[src/rtl/dcache_pkg.sv]
// Shared types and width helpers for the direct-mapped, write-back data cache.
// The controller and its tag store both derive their field widths from here.
package dcache_pkg;

    typedef enum logic [1:0] {
        IDLE,
        WRITEBACK,
        REFILL
    } state_e;

    typedef enum logic [1:0] {
        SZ_NONE,
        SZ_BYTE,
        SZ_HALF,
        SZ_WORD
    } size_e;

    localparam int OFFSET_W = 2;

    function automatic int tag_width(input int width, input int sets);
        return width - $clog2(sets) - OFFSET_W;
    endfunction

    // Word beats half beats byte when the pipeline raises several size strobes.
    function automatic size_e size_sel(input logic sw, input logic sh, input logic sb);
        if (sw)      return SZ_WORD;
        else if (sh) return SZ_HALF;
        else if (sb) return SZ_BYTE;
        else         return SZ_NONE;
    endfunction

endpackage

[src/rtl/dcache_tag_store.sv]
// Valid/dirty/tag bookkeeping for the data cache: one entry per line, looked up
// and updated through a single index port. Tags are not reset; valid/dirty are.
module dcache_tag_store
    import dcache_pkg::*;
#(
    parameter int SETS  = 8,
    parameter int IDX_W = $clog2(SETS),
    parameter int TAG_W = 27
) (
    input  logic             clk,
    input  logic             rst_n,
    input  logic [IDX_W-1:0] idx_i,
    input  logic [TAG_W-1:0] tag_i,
    input  logic             fill_i,
    input  logic             dirty_set_i,
    input  logic             dirty_clr_i,
    output logic             valid_o,
    output logic             dirty_o,
    output logic             match_o,
    output logic [TAG_W-1:0] tag_o
);

    logic [SETS-1:0]  valid_q;
    logic [SETS-1:0]  dirty_q;
    logic [TAG_W-1:0] tag_q [SETS];

    always_ff @(posedge clk or negedge rst_n) begin
        if (!rst_n) begin
            valid_q <= '0;
            dirty_q <= '0;
        end else if (fill_i) begin
            valid_q[idx_i] <= 1'b1;
            dirty_q[idx_i] <= 1'b0;
        end else if (dirty_set_i) begin
            dirty_q[idx_i] <= 1'b1;
        end else if (dirty_clr_i) begin
            dirty_q[idx_i] <= 1'b0;
        end
    end

    always_ff @(posedge clk) begin
        if (fill_i) begin
            tag_q[idx_i] <= tag_i;
        end
    end

    assign valid_o = valid_q[idx_i];
    assign dirty_o = dirty_q[idx_i];
    assign tag_o   = tag_q[idx_i];
    assign match_o = valid_q[idx_i] && (tag_q[idx_i] == tag_i);

endmodule

[src/rtl/dcache_controller.sv]
// Direct-mapped write-back/write-allocate data cache controller: hit-path store
// merge, victim writeback and refill over a req/ack handshake, pipeline stall.
module dcache_controller
    import dcache_pkg::*;
#(
    parameter int WIDTH = 32,
    parameter int SETS  = 8,
    parameter int IDX_W = $clog2(SETS)
) (
    input  logic             clk,
    input  logic             rst_n,
    input  logic             cpu_req,
    input  logic             cpu_we,
    input  logic             sw,
    input  logic             sh,
    input  logic             sb,
    input  logic [WIDTH-1:0] cpu_addr,
    input  logic [WIDTH-1:0] cpu_wdata,
    output logic [WIDTH-1:0] cpu_rdata,
    output logic             stall,
    output logic             mem_req,
    output logic             mem_we,
    output logic [WIDTH-1:0] mem_addr,
    output logic [WIDTH-1:0] mem_wdata,
    input  logic [WIDTH-1:0] mem_rdata,
    input  logic             mem_ack,
    output logic [31:0]      hit_count,
    output logic [31:0]      miss_count
);

    localparam int TAG_W = tag_width(WIDTH, SETS);

    state_e           state_q, state_d;
    logic             replay_q, replay_d;
    logic [WIDTH-1:0] cap_addr_q, cap_wdata_q;
    logic             cap_we_q;
    size_e            cap_size_q;
    logic [TAG_W-1:0] vic_tag_q;
    logic [WIDTH-1:0] vic_data_q;
    logic [31:0]      hit_cnt_q, miss_cnt_q;
    logic [WIDTH-1:0] data_q [SETS];

    logic             use_cap;
    logic [WIDTH-1:0] eff_addr, eff_wdata, line, data_wval;
    logic             eff_we;
    size_e            eff_size;
    logic [IDX_W-1:0] idx;
    logic [TAG_W-1:0] tag, line_tag;
    logic             line_valid, line_dirty, line_match, hit;
    logic             stall_c, capture, count_hit, count_miss;
    logic             data_we, fill, dirty_set, dirty_clr;

    function automatic logic [WIDTH-1:0] merge(input logic [WIDTH-1:0] old_word,
                                               input logic [WIDTH-1:0] wdata,
                                               input size_e size,
                                               input logic [1:0] off);
        logic [WIDTH-1:0] res;
        res = old_word;
        case (size)
            SZ_WORD: res = wdata;
            SZ_HALF: begin
                if (off[1]) res[31:16] = wdata[15:0];
                else        res[15:0]  = wdata[15:0];
            end
            SZ_BYTE: res[{off, 3'b000} +: 8] = wdata[7:0];
            default: ;
        endcase
        return res;
    endfunction

    // While a miss is in flight (and in its replay cycle) the captured request drives the lookup.
    assign use_cap   = (state_q != IDLE) || replay_q;
    assign eff_addr  = use_cap ? cap_addr_q  : cpu_addr;
    assign eff_wdata = use_cap ? cap_wdata_q : cpu_wdata;
    assign eff_we    = use_cap ? cap_we_q    : cpu_we;
    assign eff_size  = use_cap ? cap_size_q  : size_sel(sw, sh, sb);
    assign idx       = eff_addr[IDX_W+1:2];
    assign tag       = eff_addr[WIDTH-1:IDX_W+2];
    assign line      = data_q[idx];
    assign hit       = cpu_req && line_match;

    dcache_tag_store #(
        .SETS  (SETS),
        .IDX_W (IDX_W),
        .TAG_W (TAG_W)
    ) u_tags (
        .clk         (clk),
        .rst_n       (rst_n),
        .idx_i       (idx),
        .tag_i       (tag),
        .fill_i      (fill),
        .dirty_set_i (dirty_set),
        .dirty_clr_i (dirty_clr),
        .valid_o     (line_valid),
        .dirty_o     (line_dirty),
        .match_o     (line_match),
        .tag_o       (line_tag)
    );

    always_comb begin
        state_d    = state_q;
        replay_d   = replay_q;
        stall_c    = 1'b0;
        mem_req    = 1'b0;
        mem_we     = 1'b0;
        mem_addr   = '0;
        mem_wdata  = '0;
        cpu_rdata  = '0;
        capture    = 1'b0;
        count_hit  = 1'b0;
        count_miss = 1'b0;
        data_we    = 1'b0;
        data_wval  = merge(line, eff_wdata, eff_size, eff_addr[1:0]);
        fill       = 1'b0;
        dirty_set  = 1'b0;
        dirty_clr  = 1'b0;
        case (state_q)
            IDLE: begin
                replay_d = 1'b0;
                if (hit) begin
                    cpu_rdata = line;
                    count_hit = !replay_q;
                    if (eff_we && (eff_size != SZ_NONE)) begin
                        data_we   = 1'b1;
                        dirty_set = 1'b1;
                    end
                end else if (cpu_req) begin
                    stall_c    = 1'b1;
                    capture    = 1'b1;
                    count_miss = 1'b1;
                    state_d    = (line_valid && line_dirty) ? WRITEBACK : REFILL;
                end
            end
            WRITEBACK: begin
                stall_c   = 1'b1;
                mem_req   = 1'b1;
                mem_we    = 1'b1;
                mem_addr  = {vic_tag_q, idx, 2'b00};
                mem_wdata = vic_data_q;
                if (mem_ack) begin
                    dirty_clr = 1'b1;
                    state_d   = REFILL;
                end
            end
            REFILL: begin
                stall_c   = 1'b1;
                mem_req   = 1'b1;
                mem_addr  = {tag, idx, 2'b00};
                data_wval = mem_rdata;
                if (mem_ack) begin
                    fill     = 1'b1;
                    data_we  = 1'b1;
                    replay_d = 1'b1;
                    state_d  = IDLE;
                end
            end
            default: state_d = IDLE;
        endcase
    end

    // Reset must drop the freeze immediately, even while a request is still presented.
    assign stall      = stall_c && rst_n;
    assign hit_count  = hit_cnt_q;
    assign miss_count = miss_cnt_q;

    always_ff @(posedge clk or negedge rst_n) begin
        if (!rst_n) begin
            state_q     <= IDLE;
            replay_q    <= 1'b0;
            cap_addr_q  <= '0;
            cap_wdata_q <= '0;
            cap_we_q    <= 1'b0;
            cap_size_q  <= SZ_NONE;
            vic_tag_q   <= '0;
            vic_data_q  <= '0;
            hit_cnt_q   <= '0;
            miss_cnt_q  <= '0;
        end else begin
            state_q  <= state_d;
            replay_q <= replay_d;
            if (capture) begin
                cap_addr_q  <= cpu_addr;
                cap_wdata_q <= cpu_wdata;
                cap_we_q    <= cpu_we;
                cap_size_q  <= size_sel(sw, sh, sb);
                vic_tag_q   <= line_tag;
                vic_data_q  <= line;
            end
            if (count_hit)  hit_cnt_q  <= hit_cnt_q + 32'd1;
            if (count_miss) miss_cnt_q <= miss_cnt_q + 32'd1;
        end
    end

    always_ff @(posedge clk) begin
        if (data_we) begin
            data_q[idx] <= data_wval;
        end
    end

endmodule

[config.mk]
export PLATFORM = sky130hd
export DESIGN_NAME = dcache_controller
export DESIGN_NICKNAME = d
export VERILOG_FILES = /design/src/rtl/dcache_pkg.sv /design/src/rtl/dcache_tag_store.sv /design/src/rtl/dcache_controller.sv
export SDC_FILE = /design/constraint.sdc
export NUM_CORES = 1
export LEC_CHECK = 0
export BUFFER_PORTS_ARGS = -buffer_cell sky130_fd_sc_hd__buf_2
export CORE_MARGIN = 2
export CORE_UTILIZATION = 55
export DETAILED_ROUTE_END_ITERATION = 16
export PLACE_DENSITY = 0.77
export SLEW_MARGIN = 20
export SYNTH_ARGS = -nofsm -noshare
export SYNTH_HDL_FRONTEND = slang
export SYNTH_SLANG_ARGS = --single-unit
[constraint.sdc]
create_clock -name clk -period 12.28 [get_ports clk]
set_input_delay 1.228 -clock clk [delete_from_list [all_inputs] [get_ports clk]]
set_output_delay 1.228 -clock clk [all_outputs]
set_load 0.03 [all_outputs]
==> results.toml, run 1 <==
[sta]
max_slew.worst_pin.slew_ns = 1.175
fin_ws_ns = 4.266
setup_tns_ns = 0
relSlewSlack_pct = 21.64
final.period_utilization_pct = 65.26
clock.fmax_ghz = 0.1248
hold_viol_final = 0
fin_skew_ns = 0.02539
grt_setup_unrepaired = "no"
slew_viol_final = 0
fin_crit_ns = 8.014
setup_viol = 0

[placement]
hpwl_um = 52970
place_area_mm2 = 0.03246
port_buffers = 264
gp_congestion = 0.8942
dp_slack_ns = 4.875

[routing]
ant_nets = 0
drt-total-wl_um = 85810
drt_iter0_markers = 2488
dr_total_vias = 22250
wire_per_inst_um = 24.30
routed_via_density = 6.302
route.detailed.drc = 0
drt_first_pass_iters = 6

[clocking]
htree_levels = 3
postCtsSetupRepairBufs = 0
clockBufferDepth = 3
cts_buffers = 72
clock_latency_ns = 0.62
clock_sinks = 681
cts_hold_buf = 0
cts.clk_slew.worst_paths_ns = 0.06
cts-root-buf = "clkbuf_16"
cts_resized = 0
cts_tree = "done"

[worst_setup_path]
startpoint = "state_q[0]"
cp-start-kind = "register"
cpMostUsedCell = "buf_4"
max_stage_delay_ns = 0.74
crit_arrival_ns = 6.79
worstPathMaxFanout = 76
cp_num_buf_inv = 4
cp_cell_sequence = "inv_1 -> ha_1 -> nand2b_4 -> buf_4 -> a21o_4 -> buf_4 -> mux2i_1 -> a221oi_1 -> xnor2_1 -> nand3_1 -> or4_4 -> or3_1 -> a21oi_1 -> nor3b_1 -> buf_2"
reg2regPathDepth = 16
end_kind = "output pin"
r2r_setup_slack_ns = 4.89
worstSetupPathType = "reg2out"
path_depth = 15
worst_ep_required_time_ns = 11.05
worstReg2RegStart = "state_q[0]"
crit_end = "stall"
crit_slowest_cell = "buf_4"
crit_family = "simple AND/OR/NAND/NOR gates"
r2r-end = "data_q[5][4]"

[logic_synthesis]
synth_commonest_cells = "edfxtp_1 (472), nand2_1 (369), dfrtp_1 (209)"
synth_top_flop_cell = "edfxtp_1"
synth_top_cell_by_area = "edfxtp_1"
ys_types = 77
synthCells = 2495
synth.area.top_cells = "edfxtp_1 (46%), dfrtp_1 (17%), nand2_1 (4.5%), mux2_2 (3.8%), a211oi_1 (3.1%)"
synth-edff-count = 472
yosysMostFrequentCell = "edfxtp_1"
ys_seq_elements = 681
synth_warnings = 0
yosysTopAreaCellShare_pct = 46.46
seq_area_frac_synth_pct = 63.60
postSynthAreaPerCell_um2 = 12.23
synthArstFlopShare_pct = 30.69
syn_area_mm2 = 0.03051

[floorplanning]
ioPinCount = 267
start_util_pct = 55.49
die-area_mm2 = 0.05737
rows = 86
die_w_um = 239.5
core_area_mm2 = 0.05499
die_y_um = 239.5

[cells_and_area]
layout.nets = 2834
post-route-util_pct = 63.42
syn2layout_area_growth_pct = 14.29
drive_above_1_share_pct = 20.73
fillers = 4067
final_area_mm2 = 0.03487

[grt]
grt_pass1_vias = 21510
antenna_found_initial = 6
track_usage_pct = 29.64
grt_overflow_total = 0
grt_pass1_wl_um = 128300
grt_max_degree = 139

[power_and_ir_drop]
p_leak_nw = 13.98
ir_worst_vdd_mv = 0.1468
power_density_mw_per_mm2 = 286.5

[run]
maxCapViolCount = 0

[worst_hold_path]
hold_path_class = "reg2reg"

[status]
status = "completed"
-- through the flow --
stage	total power, mW	std cells	hold slack [ns]
finish	9.991	3531	0.4684
global route	10.39	3528	0.4893
CTS	9.917	3524	0.4678
detailed placement	7.743	3391	0.4556
global placement	7.593	3391	0.4520
floorplan	6.313	2496	0.4384
-- cell families (layout without fill, tap and decap cells) --
logic type	Yosys count	after routing	share of synthesized area (%)
flip-flops	681	681	63.60
multiplexers	146	146	5.253
XOR/XNOR	86	86	2.469
buffers and inverters	262	544	3.859
AO/OA/AOI/OAI	524	524	11.85
AND/OR/NAND/NOR	784	784	12.50
other	1	7	0.01229
adder cells (fa/ha/maj)	11	11	0.4511
-- registers in the layout, summed over array words and instances (netlist names), named ones only --
register,count
data_q,256
state_q,2
cap_we_q,1
vic_tag_q,27
cap_size_q,2
replay_q,1
miss_count,32
cap_addr_q,32
u_tags.tag_q,216
hit_count,32
vic_data_q,32
cap_wdata_q,32
u_tags.valid_q,8
-- final cells by class --
type                    count  area, µm²  share of cell area (%)
clock buffers              91       1923                   5.515
well taps                 748      935.9                   2.684
multi-input cells        1553      10080                   28.90
repair buffers            310       1722                   4.937
diodes                      5      12.51                 0.03588
flip-flops and latches    681      19400                   55.65
clock inverters            42      415.4                   1.191
inverters                 101      379.1                   1.087
-- worst min-delay path by stage --
stage | start | endpoint | cells past startpoint
after floorplan | u_tags.valid_q[6] | u_tags.valid_q[6] | 1
after global placement | hit_count[31] | hit_count[31] | 1
after detailed placement | u_tags.valid_q[0] | u_tags.valid_q[0] | 1
after CTS | hit_count[31] | hit_count[31] | 1
after global routing | u_tags.valid_q[5] | u_tags.valid_q[5] | 1
final | hit_count[31] | hit_count[31] | 1
-- where the power goes --
part           internal, mW  leakage [nW]  switching [mW]
registers              3.37          6.90           0.193
clock network          1.25          1.14           0.913
logic                  1.21          5.94            3.05
-- per-layer routing --
layer | GRT usage, % | routed length [µm]
met1 | 39.20 | 33020
met5 | 0 | 26
met4 | 14.83 | 4207
met3 | 5.659 | 8294
met2 | 47.15 | 40270
-- cell usage in the layout, fill, tap and decap left out, drive strengths merged, types with 68 or more instances in the layout --
cell type,n
o21ai,68
dfrtp,209
clkbuf,91
inv,103
a22oi,93
mux2,103
nand2,369
a211oi,128
nor2,86
edfxtp,472
a21oi,113
buf,310
(Power assumes the default switching activity.)
==> run 2: changes to the inputs <==
Settings changed: ABC_AREA from default to 1, CORE_UTILIZATION 55 to 54, PLACE_DENSITY 0.77 to 0.79.
Clock period 12.28 ns to 7 ns, I/O delays scaled along.
==> run 2 against run 1 <==
Design area is 2.2% higher. Count of clock-buffer cells in the layout is 5 higher. Area after synthesis grew 2.2%. Die area up 4.0%. Via count grew 11%. Non-clock buffer count rose by 11. Synthesized cell count up 31%. Final cell count up 23%. Global-route usage decreased by 0.70 points. Worst hold slack lost 0.41 ns. Largest cell class unchanged.
==> results.toml, run 2 <==
[logic_synthesis]
synth-edff-count = 472
postSynthAreaPerCell_um2 = 9.572
synth-compound-area-share_pct = 8.592
synth_top_flop_cell = "edfxtp_1"
synth_top_cell_by_area = "edfxtp_1"
muxShareOfSynthArea_pct = 0
synth_warnings = 0
yosys.area_share.simple_pct = 21.52
synth_top_family_by_area = "simple AND/OR/NAND/NOR gates"
yosysMostFrequentCell = "nand2_1"
ys_types = 45
ys_seq_elements = 681
seq_area_frac_synth_pct = 62.24
synth_commonest_cells = "nand2_1 (1,103), edfxtp_1 (472), inv_1 (281)"
syn_area_mm2 = 0.03118
synthCells = 3257
yosysTopAreaCellShare_pct = 45.46
synthXorXnorAreaFrac_pct = 1.011
synth-adder-area-share_pct = 0.4414
synth.area.top_cells = "edfxtp_1 (45%), dfrtp_1 (17%), nand2_1 (13%), inv_1 (3.4%), nor2_1 (2.7%)"
synthArstFlopShare_pct = 30.69

[run]
maxCapViolCount = 0

[floorplanning]
ioPinCount = 267
die_y_um = 244.3
start_util_pct = 54.35
core_area_mm2 = 0.05737
die-area_mm2 = 0.05968
die_w_um = 244.3
rows = 88

[cells_and_area]
reg.largest.list = "data_q x256, u_tags.tag_q x216"
largest_reg_flops = 256
layout.nets = 3622
syn2layout_area_growth_pct = 14.35
mostFrequentLayoutCell = "nand2_1"
diodes = 0
top_register = "data_q"
fillers = 4518
drive_above_1_share_pct = 13.86
final_cell_mix = "nand2_1 (1,100), edfxtp_1 (472), inv_1 (281)"

[status]
status = "completed"

[clocking]
clock_sinks = 681
htree_levels = 3
clockBufferDepth = 3
cts_hold_buf = 0
cts.clk_slew.worst_paths_ns = 0.06
postCtsSetupRepairBufs = 0
cts_buffers = 71
clock_latency_ns = 0.62
cts-root-buf = "clkbuf_16"
cts_tree = "done"
cts_resized = 0

[routing]
dr_total_vias = 24720
ant_nets = 0
drt_first_pass_iters = 8
routed_via_density = 5.712
drt-total-wl_um = 87040
route.detailed.drc = 0
wire_per_inst_um = 20.11
drt_iter0_markers = 3121

[sta]
clock.fmax_ghz = 0.1545
slew_viol_final = 0
max_slew.worst_pin.slew_ns = 1.186
relSlewSlack_pct = 20.57
setup_viol = 0
hold_viol_final = 0
fin_skew_ns = 0.02894
grt_setup_unrepaired = "no"
setup_tns_ns = 0
final.period_utilization_pct = 92.48
fin_crit_ns = 6.474

[grt]
grt_max_degree = 133
track_usage_pct = 28.95
grt_pass1_wl_um = 132700
grt_pass1_vias = 22920
antenna_found_initial = 5
grt_overflow_total = 0

[placement]
gp_congestion = 0.9587
hpwl_um = 57020
port_buffers = 264

[worst_setup_path]
cp-start-kind = "register"
cp_cell_sequence = "inv_1 -> ha_1 -> nand2_2 -> nand2_1 -> nand2_1 -> nor2_4 -> nand2_1 -> inv_1 -> buf_4 -> a22o_1 -> or4_1 -> inv_1 -> nor2_1 -> buf_2"
end_kind = "output pin"
max_stage_delay_ns = 0.85
worstSetupPathType = "reg2out"
crit_arrival_ns = 5.77
crit_slowest_cell = "inv_1"
worstPathMaxFanout = 26
worst_ep_required_time_ns = 6.30

[worst_hold_path]
hold_path_class = "in2async"
[run 2: cells by family (layout without fill, tap and decap cells)]
| group | count (synthesis) | in the layout |
|---|---|---|
| flops | 681 | 681 |
| other cells | 1 | 2 |
| compound gates | 449 | 449 |
| simple gates | 1634 | 1634 |
| fa+ha+maj | 11 | 11 |
| xor+xnor | 36 | 36 |
| buf+inv | 445 | 750 |
[run 2: metrics by stage]
stage,std cells,util [%],hold slack [ns],setup WS [ns],area (µm²)
after floorplan,3258,-,0.4044,2.439,31180
after global placement,4198,58.00,0.4360,1.339,33270
after detailed placement,4199,58.05,0.4488,1.252,33300
after CTS,4328,62.13,0.08652,0.5728,35640
after global routing,4328,62.15,0.1254,0.1739,35650
final,4328,62.15,0.05631,0.5262,35650
[run 2: path summary, 6_finish.rpt]
check	startpoint	to	slack, ns	cells past startpoint
max	state_q[0]	cpu_rdata[15]	0.53	14
max reg2reg	state_q[0]	vic_tag_q[11]	1.12	21
min in group clk	cpu_addr[0]	cap_addr_q[0]	0.29	3
min	rst_n	miss_count[9]	0.06	1
min reg2reg	u_tags.valid_q[6]	u_tags.valid_q[6]	0.46	2
max in group asynchronous	rst_n	vic_data_q[20]	5.60	2
[run 2: layout make-up]
class | count | area (µm²) | share of cell area (%)
Clock inverter | 33 | 357.8 | 1.004
Timing Repair Buffer | 321 | 1792 | 5.026
Sequential cell | 681 | 19400 | 54.43
Inverter | 300 | 1126 | 3.159
Multi-Input combinational cell | 2132 | 10030 | 28.14
Clock buffer | 96 | 1982 | 5.559
Tap cell | 765 | 957.2 | 2.685
[run 2: worst max-delay path: cells and delay by family (launching register included)]
kind | cells | cell delay, ns
compound gates | 1 | 0.20
buf+inv | 5 | 1.71
simple gates | 7 | 2.33
flops | 1 | 0.42
fa+ha+maj | 1 | 0.47
[run 2: routing by layer]
metal  share of wire [%]  GRT usage, %
met1                  39         39.66
met2                  47         45.68
met3                  11         5.882
met4                 3.5         11.35
met5               0.015             0
Power of run 2 is not shown: default switching activity piles up to over one toggle a cycle in this logic, so the estimate is an artifact.
